<file path="config.mk">
export PLATFORM = sky130hd
export DESIGN_NAME = nms_score_loader
export DESIGN_NICKNAME = d
export VERILOG_FILES = /design/src/rtl/nms_score_loader.sv
export SDC_FILE = /design/constraint.sdc
export NUM_CORES = 1
export LEC_CHECK = 0
export ABC_AREA = 1
export BUFFER_PORTS_ARGS = -buffer_cell sky130_fd_sc_hd__buf_2
export CAP_MARGIN = 20
export CORE_ASPECT_RATIO = 0.5
export CORE_MARGIN = 2
export CORE_UTILIZATION = 50
export DETAILED_ROUTE_END_ITERATION = 10
export GPL_TIMING_DRIVEN = 0
export PLACE_DENSITY = 0.84
export SLEW_MARGIN = 20
export SYNTH_ARGS = -nofsm -noshare
export SYNTH_HDL_FRONTEND = slang
export SYNTH_SLANG_ARGS = --single-unit
</file>
<file path="constraint.sdc">
create_clock -name clk -period 5 [get_ports clk]
set_input_delay 0 -clock clk [delete_from_list [all_inputs] [get_ports clk]]
set_output_delay 0 -clock clk [all_outputs]
set_load 0.02 [all_outputs]
</file>
<file path="src/rtl/nms_score_loader.sv">
// Loads the 3x3 score window around (cx, cy) into a 9-entry register file.
// Out-of-image neighbours are zero-filled without touching memory.
module nms_score_loader #(
  parameter int IMG_W  = 160,
  parameter int IMG_H  = 120,
  parameter int ADDR_W = 15
) (
  input  logic              clk,
  input  logic              RESET,
  input  logic              start,
  input  logic [7:0]        cx,
  input  logic [7:0]        cy,
  input  logic              consume,
  output logic              memRdEn,
  output logic [ADDR_W-1:0] memAddr,
  input  logic [11:0]       memRdData,
  output logic [3:0]        regAddr,
  output logic [11:0]       scoreData,
  output logic              readEn,
  output logic              busy,
  output logic              done,
  output logic              err
);

  typedef enum logic [1:0] {IDLE, FETCH, LAST, VALID} state_t;

  localparam logic signed [9:0] W_S = 10'(IMG_W);
  localparam logic signed [9:0] H_S = 10'(IMG_H);

  state_t            state, state_nxt;
  logic [3:0]        slot;
  logic [7:0]        cx_q, cy_q;
  logic signed [9:0] dx, dy, col, row;
  logic              in_img, coord_ok, accept;
  logic [ADDR_W-1:0] addr;
  logic              wr_vld, wr_rd;
  logic [3:0]        wr_slot;

  assign coord_ok = ({2'b00, cx} < 10'(IMG_W)) && ({2'b00, cy} < 10'(IMG_H));
  assign accept   = (state == IDLE) && start && coord_ok;

  always_ff @(posedge clk) begin
    if (RESET) state <= IDLE;
    else       state <= state_nxt;
  end

  always_comb begin
    state_nxt = state;
    case (state)
      IDLE:    if (accept) state_nxt = FETCH;
      FETCH:   if (slot == 4'd8) state_nxt = LAST;
      LAST:    state_nxt = VALID;
      VALID:   if (consume) state_nxt = IDLE;
      default: state_nxt = IDLE;
    endcase
  end

  // slot -> (dx, dy): centre first, then raster order of the 8 neighbours
  always_comb begin
    dx = '0;
    dy = '0;
    case (slot)
      4'd1: begin dx = -10'sd1; dy = -10'sd1; end
      4'd2: begin dx =  10'sd0; dy = -10'sd1; end
      4'd3: begin dx =  10'sd1; dy = -10'sd1; end
      4'd4: begin dx = -10'sd1; dy =  10'sd0; end
      4'd5: begin dx =  10'sd1; dy =  10'sd0; end
      4'd6: begin dx = -10'sd1; dy =  10'sd1; end
      4'd7: begin dx =  10'sd0; dy =  10'sd1; end
      4'd8: begin dx =  10'sd1; dy =  10'sd1; end
      default: ;
    endcase
  end

  assign col    = $signed({2'b00, cx_q}) + dx;
  assign row    = $signed({2'b00, cy_q}) + dy;
  assign in_img = (col >= 10'sd0) && (col < W_S) && (row >= 10'sd0) && (row < H_S);
  assign addr   = ADDR_W'($unsigned(row)) * ADDR_W'(IMG_W) + ADDR_W'($unsigned(col));

  always_comb begin
    memRdEn = (state == FETCH) && in_img;
    memAddr = memRdEn ? addr : '0;
    readEn  = (state == VALID);
    busy    = (state != IDLE);
  end

  always_ff @(posedge clk) begin
    if (RESET) begin
      slot <= '0;
      cx_q <= '0;
      cy_q <= '0;
    end else begin
      slot <= (state == FETCH) ? slot + 4'd1 : 4'd0;
      if (accept) begin
        cx_q <= cx;
        cy_q <= cy;
      end
    end
  end

  // Write stage trails the issue stage by one cycle to line up with read data
  always_ff @(posedge clk) begin
    if (RESET) begin
      wr_vld  <= 1'b0;
      wr_rd   <= 1'b0;
      wr_slot <= '0;
      done    <= 1'b0;
      err     <= 1'b0;
    end else begin
      wr_vld  <= (state == FETCH);
      wr_rd   <= memRdEn;
      wr_slot <= slot;
      done    <= (state == LAST);
      err     <= (state == IDLE) && start && !coord_ok;
    end
  end

  assign regAddr   = wr_vld ? wr_slot : 4'hF;
  assign scoreData = (wr_vld && wr_rd) ? memRdData : 12'h000;

endmodule

</file>
==> impl_metrics.json, run 1 <==
{
  "synth_area_per_cell_um2": 6.53,
  "post_synth_most_frequent_cells": "sky130_fd_sc_hd__nand2_1, sky130_fd_sc_hd__inv_1, sky130_fd_sc_hd__ha_1, sky130_fd_sc_hd__nor2_1, sky130_fd_sc_hd__nand3_1",
  "clock-root-buffer": "sky130_fd_sc_hd__clkbuf_16",
  "antenna_found_initial": 0,
  "synth_flop_cell": "sky130_fd_sc_hd__dfxtp_1",
  "worst_hold_path_type": "primary input to register",
  "grt_max_degree": 13,
  "finalPower_w": 0.00138,
  "drtPass1Iterations": 5,
  "avgViaCountPerCell": 5.09,
  "r2r_setup_slk_ns": 1.78,
  "antenna_left": 0,
  "route.detailed.drc": 0,
  "clock_sink_count": 30,
  "max_freq_mhz": 212,
  "status": "finished, final reports clean",
  "synth_sequential_area_ratio_pct": 19.6,
  "seq_power_share_pct": 20.6,
  "first_global_vias": 2833,
  "mappedNetlistNets": 549,
  "crit_path_max_fo": 5,
  "cp.buffers_inverters": 8,
  "floorplan.die.width_um": 115,
  "die-height_um": 59.3,
  "final.setup.worst_slack_ns": 0.294,
  "layout-area-overhead-vs-synth_pct": 26.7,
  "post_route_cells_drive_above_1_share_pct": 21.4,
  "design.die.area_um2": 6790,
  "worst-endpoint-arrival_ns": 4.71,
  "place.gp.congestion": 0.875,
  "synth_area_leaders": "sky130_fd_sc_hd__dfxtp_1, sky130_fd_sc_hd__ha_1, sky130_fd_sc_hd__nand2_1",
  "worstPathRequired_ns": 5.00,
  "longest_individual_stage_delay_on_the_worst_path_ns": 0.47,
  "static-leakage-power_nw": 2.21,
  "number_of_enable_type_register_cells_in_the_synthesized_netlist": 0,
  "maxSlewViolCount": 0,
  "max_cap_violations": 0,
  "power.switching_w": 0.000620,
  "htree_levels": 2,
  "r2r-start": "slot[0]",
  "fill_cells": 498,
  "worst-slew-pin-transition_ns": 0.471,
  "effective_utilization_at_floorplan_pct": 51.1,
  "synthDominantCellAreaShare_pct": 19.6,
  "clockBufferDepth": 2,
  "postRouteWirelength_mm": 7.97,
  "layout.cell_area.non_filler_um2": 3870,
  "r2r_cells": 19,
  "reg_clk_slew_reported_paths_ns": 0.05,
  "synth_cells": 468,
  "power_frac_clock_pct": 21.7,
  "min_period_over_period_pct": 94.1,
  "holdCritStartpoint": "cy[6]",
  "setup-tns-final_ns": 0,
  "globalRoute.totalOverflow": 0,
  "synthDominantAreaCellType": "sky130_fd_sc_hd__dfxtp_1",
  "num_rows": 20,
  "count_of_warnings_emitted_by_yosys": 0,
  "netlist-cell-type-count": 32,
  "critPathTopFamily": "adder cells",
  "cpMostUsedCell": "sky130_fd_sc_hd__nand2_1",
  "cts_inserted_buffers": 5,
  "synth_most_common_cell": "sky130_fd_sc_hd__nand2_1",
  "floorplan.core_area_um2": 5980,
  "area.sequential_um2": 602,
  "syn-cell-area_um2": 3060,
  "crit_type": "register to output port",
  "setup.worst_path.end_class": "output port",
  "timing.max_slew.rel_slack_pct": 68.6,
  "setup-violations-final": 0,
  "synth-seq-cells": 30,
  "ys_async_sr_fraction_pct": 0,
  "combined_area_of_the_multi_input_logic_cells_um2": 2160,
  "critical_path_cell_count": 31,
  "power_density_nw_per_um2": 357,
  "cts_tree": "built",
  "power.share.switching_pct": 44.8,
  "grt.total_usage_pct": 23.7,
  "design.portCount": 68,
  "drt-initial-drc-count": 218,
  "preCtsSetupSlack_ns": 0.164,
  "clk_latency_ns": 0.28,
  "combPwrFrac_pct": 57.7,
  "clock-skew-final_ns": 0.00497,
  "cp-startpoint": "slot[0]",
  "worst_path_max_delay_cell": "sky130_fd_sc_hd__fa_1",
  "worstSetupStartpointType": "register",
  "crit_end": "memAddr[14]",
  "diodes": 0,
  "detailed_place_hpwl_mm": 5.62,
  "placement.cell_area_um2": 3490,
  "p_int_w": 0.000764,
  "routed-via-count": 3242,
  "first_pass_grt_wire_length_mm": 12.7,
  "port_buffers": 67,
  "critical_path.reg2reg.endpoint": "wr_rd",
  "final_period_minus_worst_setup_slack_ns": 4.71,
  "detail_route.wl_per_cell_um": 12.5,
  "finalNetCount": 640,
  "vdd_drop_max_mv": 0.263,
  "hold_violations": 0
}
-- power by group through the flow --
stage	registers, W	logic, W	clock network, W
5_1_grt	0.000289	0.000888	0.000314
2_1_floorplan	0.000286	0.000571	0
4_1_cts	0.000283	0.000764	0.000301
3_5_place_dp	0.000287	0.000736	0
3_3_place_gp	0.000287	0.000721	0
6_report	0.000285	0.000798	0.000300
-- registers in the layout, indices dropped and copies added, names as in the netlist --
| name | flops |
|---|---|
| state | 2 |
| wr_vld | 1 |
| err | 1 |
| wr_rd | 1 |
| done | 1 |
| wr_slot | 4 |
| slot | 4 |
| cy_q | 8 |
| cx_q | 8 |
-- per-layer routing --
metal	vias up	GRT usage [%]	share of wire (%)
li1	1664	-	-
met1	1468	29.8	46
met2	94	41.9	47
met3	16	5.11	4.9
met4	0	6.10	1.6
met5	-	0	0
-- through the flow --
step	hold WS, ns	utilization (%)	cells
2_1_floorplan	0.119	-	468
3_3_place_gp	0.252	58.3	612
3_5_place_dp	0.257	58.3	612
4_1_cts	0.0242	63.4	636
5_1_grt	0.0445	64.8	637
6_report	0.0227	64.8	637
-- cells by family (layout without fill, tap and decap cells) --
group                      after synthesis  count (layout)  synth area share [%]
DFF                                     30              30                  19.6
xor gates and xnor gates                17              17                  4.87
buffers and inverters                   96             188                  12.0
adders and majority gates               49              49                  21.0
AOI/OAI and AO/OA                       51              51                  9.29
and+or+nand+nor                        225             225                  33.1
-- worst min-delay path by stage --
stage | endpoint | slack (ns) | depth (start not counted)
4_1_cts | cy_q[6] | 0.02 | 3
2_1_floorplan | scoreData[0] | 0.12 | 2
3_5_place_dp | cy_q[1] | 0.26 | 3
5_1_grt | cy_q[6] | 0.04 | 3
3_3_place_gp | cy_q[1] | 0.25 | 3
6_report | cy_q[6] | 0.02 | 3
-- cells in the final DEF (no fill, tap or decap), types with 2 or more instances in the layout --
cell,n
sky130_fd_sc_hd__clkbuf_1,7
sky130_fd_sc_hd__inv_1,86
sky130_fd_sc_hd__clkbuf_16,5
sky130_fd_sc_hd__nand2_2,2
sky130_fd_sc_hd__a21oi_2,2
sky130_fd_sc_hd__nand2_4,2
sky130_fd_sc_hd__a21o_1,4
sky130_fd_sc_hd__o21ai_0,5
sky130_fd_sc_hd__nand2_1,115
sky130_fd_sc_hd__a21oi_1,31
sky130_fd_sc_hd__dfxtp_1,29
sky130_fd_sc_hd__fa_1,3
sky130_fd_sc_hd__nand3_2,2
sky130_fd_sc_hd__xnor2_1,10
sky130_fd_sc_hd__nand4_1,13
sky130_fd_sc_hd__ha_4,2
sky130_fd_sc_hd__ha_2,3
sky130_fd_sc_hd__buf_2,66
sky130_fd_sc_hd__inv_2,2
sky130_fd_sc_hd__nor3_1,2
sky130_fd_sc_hd__nor2_1,32
sky130_fd_sc_hd__a31oi_1,3
sky130_fd_sc_hd__dlygate4sd3_1,12
sky130_fd_sc_hd__xor2_1,6
sky130_fd_sc_hd__nand3_1,33
sky130_fd_sc_hd__ha_1,40
sky130_fd_sc_hd__nand3b_1,3
sky130_fd_sc_hd__buf_4,6
sky130_fd_sc_hd__nor2_2,17
-- tightest hold or removal path, cell delays in order --
cell and delay, ns:
sky130_fd_sc_hd__buf_2 0.11, sky130_fd_sc_hd__nand2_1 0.07, sky130_fd_sc_hd__a21oi_1 0.07
-- timing repair --
item,in CTS,in global routing
setup endpoints to repair,1,2
hold buffers,12,0
hold endpoints to repair,12,0
pin swaps,0,3
buffers inserted,4,1
resized for setup,2,19
-- cell type report --
type                    instances  area share [%]
clock inverters                 1           0.129
plain buffers                   7           0.872
inverters                      89            8.72
flip-flops and latches         30            15.5
repair buffers                 84            12.8
clock buffers                   7            3.68
well taps                      77            2.49
multi-input cells             342            55.8
Note: power is estimated with default switching activity, not from simulation.
==> run 2, diff against run 1 <==
CORE_ASPECT_RATIO = 1.75   (was 0.5)
CORE_UTILIZATION = 56   (was 50)
CTS_CLUSTER_DIAMETER = 150   (was unset)
PLACE_DENSITY = 0.91   (was 0.84)
==> run 2 against run 1 <==
  * The run now ends with negative hold slack left
  * Cell area is 3.3% lower
  * Sequential share of layout area rose by 0.53 points
  * Register-to-register slack better by 0.08 ns
  * Global-route usage grew 2.7 points
  * Via count is 0.86% lower
  * Sequential power is essentially flat
  * Core utilization rose by 6.5 points
  * Combinational power fell by 2%
  * Largest power group unchanged
  * Highest routed layer unchanged
==> impl_metrics.json, run 2 (synthesis results as in run 1) <==
{
  "power_density_nw_per_um2": 338,
  "avgViaCountPerCell": 5.23,
  "status": "finished with violations",
  "static-leakage-power_nw": 2.19,
  "p_int_w": 0.000669,
  "power_frac_clock_pct": 15.8,
  "globalRoute.totalOverflow": 0,
  "place.gp.congestion": 0.918,
  "design.die.area_um2": 6090,
  "final_util_pct": 71.3,
  "layout-area-overhead-vs-synth_pct": 22.6,
  "postRouteWirelength_mm": 7.66,
  "power.share.switching_pct": 47.2,
  "seq_power_share_pct": 22.4,
  "r2r-start": "slot[0]",
  "detail_route.wl_per_cell_um": 12.5,
  "layout_top_registers": "cx_q (8), cy_q (8)",
  "diodes": 0,
  "drt-initial-drc-count": 134,
  "finalHoldWorstSlack_ns": -0.00462,
  "setup-tns-final_ns": 0,
  "maxSlewViolCount": 0,
  "post_route_cells_drive_above_1_share_pct": 20.4,
  "r2r_cells": 18,
  "min_period_over_period_pct": 94.3,
  "clock_sink_count": 30,
  "antenna_left": 0,
  "cts_inserted_buffers": 5,
  "crit_type": "register to output port",
  "r2r_setup_slk_ns": 1.86,
  "critical_path.reg2reg.endpoint": "wr_rd",
  "finalPower_w": 0.00127,
  "floorplan.die.width_um": 59.9,
  "detailed_place_hpwl_mm": 6.06,
  "final_period_minus_worst_setup_slack_ns": 4.72,
  "combPwrFrac_pct": 61.7,
  "grt_max_degree": 13,
  "routed-via-count": 3214,
  "port_buffers": 67,
  "setup-violations-final": 0,
  "worstSetupStartpointType": "register",
  "htree_levels": 2,
  "longest_individual_stage_delay_on_the_worst_path_ns": 0.53,
  "hold_path_end": "cy_q[6]",
  "first_global_vias": 3106,
  "max_freq_mhz": 212,
  "worst_path_max_delay_cell": "sky130_fd_sc_hd__fa_1",
  "first_pass_grt_wire_length_mm": 12.6,
  "worst_hold_path_type": "primary input to register",
  "effective_utilization_at_floorplan_pct": 58.2,
  "reg_clk_slew_reported_paths_ns": 0.06,
  "layout.cells.most_common": "sky130_fd_sc_hd__nand2_1",
  "holdCritStartpoint": "cy[6]",
  "crit_path_max_fo": 6,
  "num_rows": 35,
  "route.detailed.drc": 0,
  "power.switching_w": 0.000597,
  "cpMostUsedCell": "sky130_fd_sc_hd__nand2_1",
  "clock-root-buffer": "sky130_fd_sc_hd__clkbuf_8",
  "dp_cells": 590,
  "hold-path-cell-count": 3,
  "vdd_drop_max_mv": 0.315,
  "finalNetCount": 640,
  "floorplan.core_area_um2": 5260,
  "final_cell_mix": "sky130_fd_sc_hd__nand2_1, sky130_fd_sc_hd__inv_1, sky130_fd_sc_hd__buf_2",
  "finish.cell_count_without_fillers": 615,
  "design.portCount": 68,
  "clockBufferDepth": 2,
  "cts_tree": "built",
  "violated_checks": "negative hold slack",
  "clk_latency_ns": 0.28,
  "clock-skew-final_ns": 0.00365,
  "setup.worst_path.end_class": "output port",
  "worst-endpoint-arrival_ns": 4.72,
  "worst-slew-pin-transition_ns": 0.484,
  "max_cap_violations": 0,
  "antenna_found_initial": 0,
  "fill_cells": 424,
  "drtPass1Iterations": 4,
  "grt.total_usage_pct": 26.4,
  "die-height_um": 102,
  "timing.max_slew.rel_slack_pct": 67.7,
  "worstPathRequired_ns": 5.00,
  "hold_violations": 1
}
[run 2: metrics by stage]
step	cell area (um^2)	setup slack (ns)
finish	3750	0.285
global route	3750	-0.0339
CTS	3700	0.0146
global placement	3460	0.350
detailed placement	3460	0.193
floorplan	3060	0.730
[run 2: cell type report]
| type | instances | area (um^2) | share of cell area, % |
|---|---|---|---|
| well taps | 55 | 68.8 | 1.84 |
| plain buffers | 7 | 33.8 | 0.902 |
| repair buffers | 84 | 495 | 13.2 |
| multi-input cells | 342 | 2120 | 56.5 |
| flip-flops and latches | 30 | 602 | 16.1 |
| inverters | 89 | 338 | 9.02 |
| clock buffers | 7 | 86.3 | 2.30 |
| clock inverters | 1 | 5.00 | 0.134 |
[run 2: power by group through the flow]
stage | logic, W | clock network, W | registers [W]
finish | 0.000782 | 0.000200 | 0.000284
global route | 0.000877 | 0.000209 | 0.000287
CTS | 0.000769 | 0.000200 | 0.000283
detailed placement | 0.000744 | 0 | 0.000288
global placement | 0.000719 | 0 | 0.000286
floorplan | 0.000571 | 0 | 0.000286
[run 2: layer usage]
metal | global-route usage (%) | share of wire [%]
met5 | 0 | 0
met2 | 53.2 | 58
met3 | 2.30 | 3.0
met4 | 11.8 | 2.8
met1 | 25.0 | 36
[run 2: how the worst max path moves through the flow]
stage            start          end  cells after the start
2_1_floorplan  slot[0]  memAddr[14]                     28
3_3_place_gp   slot[0]  memAddr[14]                     29
3_5_place_dp   slot[0]  memAddr[14]                     29
4_1_cts        slot[0]  memAddr[14]                     29
5_1_grt        slot[0]  memAddr[14]                     29
6_report       slot[0]  memAddr[12]                     28
[run 2: critical path: cells and delay by family, from the launching register on]
kind / cells / cell delay [ns]
buffers and inverters: 9 / 0.90
adder cells (fa/ha/maj): 5 / 1.78
AND/OR/NAND/NOR: 11 / 0.98
AO/OA/AOI/OAI: 2 / 0.17
XOR/XNOR: 1 / 0.20
flip-flops: 1 / 0.36
[run 2: timing repair]
item,in CTS,in global routing
hold buffers,12,0
hold endpoints to repair,12,0
buffers inserted,3,2
setup endpoints to repair,1,2
resized for setup,2,11
pin swaps,0,2
==> run 3, diff against run 2 <==
CORE_ASPECT_RATIO = unset   (was 1.75)
==> run 3 against run 2 <==
  * The run now ends clean
  * Global-route usage decreased by 0.097 points
  * Wire length increased by 4.4%
  * Clock power is 16% higher
  * Core utilization increased by 2.6 points
  * Die area decreased by 0.39%
  * Clock-buffer cell count grew 1
  * Worst hold slack improved by 0.035 ns
  * First-iteration DRC count rose by 67%
  * Register-to-register slack improved by 0.03 ns
  * Total power is 3.4% higher
  * Cell area rose by 2.1%
  * Combinational power rose by 1%
  * Critical path type unchanged
==> impl_metrics.json, run 3 (synthesis results as in run 1) <==
{
  "holdCritStartpoint": "cy[7]",
  "layout_top_registers": "cx_q (8), cy_q (8)",
  "effective_utilization_at_floorplan_pct": 59.1,
  "grt_max_degree": 13,
  "max_freq_mhz": 209,
  "r2r_setup_slk_ns": 1.89,
  "timing.max_slew.rel_slack_pct": 68.5,
  "cp-startpoint": "slot[1]",
  "cp.buffers_inverters": 9,
  "antenna_found_initial": 0,
  "first_global_vias": 3114,
  "critPathTopFamily": "adder cells",
  "clock_sink_count": 30,
  "area.sequential_um2": 604,
  "vdd_drop_max_mv": 0.259,
  "design.die.area_um2": 6070,
  "worst-slew-pin-transition_ns": 0.473,
  "clock-skew-final_ns": 0.00307,
  "design.portCount": 68,
  "static-leakage-power_nw": 2.21,
  "reg_clk_slew_reported_paths_ns": 0.06,
  "finalNetCount": 642,
  "final_cell_mix": "sky130_fd_sc_hd__nand2_1, sky130_fd_sc_hd__inv_1, sky130_fd_sc_hd__buf_2",
  "maxSlewViolCount": 0,
  "status": "finished, final reports clean",
  "routed-via-count": 3334,
  "setup.worst_path.end_class": "output port",
  "detail_route.wl_per_cell_um": 12.7,
  "combined_area_of_the_multi_input_logic_cells_um2": 2140,
  "final.setup.worst_slack_ns": 0.219,
  "placement.cell_area_um2": 3480,
  "final_period_minus_worst_setup_slack_ns": 4.78,
  "power_density_nw_per_um2": 342,
  "hold_violations": 0,
  "port_buffers": 67,
  "diodes": 0,
  "crit_path_max_fo": 4,
  "floorplan.die.width_um": 77.9,
  "die-height_um": 77.9,
  "avgViaCountPerCell": 5.28,
  "cpMostUsedCell": "sky130_fd_sc_hd__nand2_1",
  "crit_type": "register to output port",
  "worst_hold_path_type": "primary input to register",
  "fill_cells": 390,
  "worstPathRequired_ns": 5.00,
  "clockBufferDepth": 2,
  "preCtsSetupSlack_ns": 0.184,
  "grt.total_usage_pct": 26.3,
  "antenna_left": 0,
  "place.gp.congestion": 0.891,
  "post_route_cells_drive_above_1_share_pct": 21.2,
  "clock-root-buffer": "sky130_fd_sc_hd__clkbuf_8",
  "min_period_over_period_pct": 95.6,
  "setup-violations-final": 0,
  "drtPass1Iterations": 6,
  "cts_tree": "built",
  "cts_inserted_buffers": 5,
  "layout.cells.most_common": "sky130_fd_sc_hd__nand2_1",
  "postRouteWirelength_mm": 8.00,
  "clk_latency_ns": 0.29,
  "first_pass_grt_wire_length_mm": 13.1,
  "longest_individual_stage_delay_on_the_worst_path_ns": 0.49,
  "drt-initial-drc-count": 224,
  "floorplan.core_area_um2": 5170,
  "globalRoute.totalOverflow": 0,
  "layout.cell_area.non_filler_um2": 3820,
  "detailed_place_hpwl_mm": 5.77,
  "route.detailed.drc": 0,
  "max_cap_violations": 0,
  "layout-area-overhead-vs-synth_pct": 25.1,
  "r2r-start": "slot[1]",
  "worst-endpoint-arrival_ns": 4.78,
  "worst_path_max_delay_cell": "sky130_fd_sc_hd__fa_1",
  "htree_levels": 2,
  "worstSetupStartpointType": "register",
  "num_rows": 26
}
[run 3: cell count changes in the layout (fill, tap and decap cells not counted), sizes merged]
| cell | change |
|---|---|
| buf | +1 |
| clkbuf | +1 |
| clkinv | -1 |
| dlygate4sd3 | +1 |
[run 3: power breakdown]
group	total (W)	internal, W	switching (W)	leakage [nW]
Clock	0.000232	0.000139	0.0000929	0.0575
Combinational	0.000793	0.000296	0.000497	1.91
Sequential	0.000284	0.000265	0.0000184	0.244
Total	0.00131	0.000700	0.000608	2.21
[run 3: path summary, 6_finish.rpt]
kind	end	cells past startpoint
setup / recovery	memAddr[14]	31
hold / removal	err	5
setup reg to reg	wr_rd	18
hold reg to reg	slot[0]	1
[run 3: final cells by class]
class                           count  area share (%)
Multi-Input combinational cell    342            55.9
Sequential cell                    30            15.8
Timing Repair Buffer               86            13.4
Inverter                           89            8.84
Clock buffer                        8            2.88
Tap cell                           70            2.29
Buffer                              7           0.884
[run 3: routing by layer]
metal  GRT usage, %  share of wire [%]  vias to the layer above
met4           6.07                1.6                        0
met5              0                  0                        -
li1               -                  -                     1670
met2           51.4                 54                      121
met1           28.6                 39                     1523
met3           5.12                5.8                       20
[run 3: worst min-delay path, delay by kind of cell]
| kind | cells | cell delay (ns) |
|---|---|---|
| buffers and inverters | 2 | 0.14 |
| AND/OR/NAND/NOR | 2 | 0.11 |
| AO/OA/AOI/OAI | 1 | 0.04 |
[run 3: what timing repair did]
item,4_1_cts,5_1_grt
buffers inserted,3,3
setup endpoints to repair,1,2
endpoints found under the hold margin,13,0
gates resized for setup,4,15
pin swaps,0,3
hold buffers,13,0
[run 3: per-stage QoR]
step | hold WS [ns] | TNS [ns] | total power [W] | std cells | utilization, %
floorplan | 0.119 | 0 | 0.000857 | 468 | -
global placement | 0.253 | 0 | 0.000996 | 605 | 67.3
detailed placement | 0.258 | 0 | 0.00103 | 605 | 67.3
CTS | 0.0176 | 0 | 0.00128 | 629 | 72.5
global route | 0.0623 | -0.0244 | 0.00142 | 632 | 73.9
finish | 0.0305 | 0 | 0.00131 | 632 | 73.9
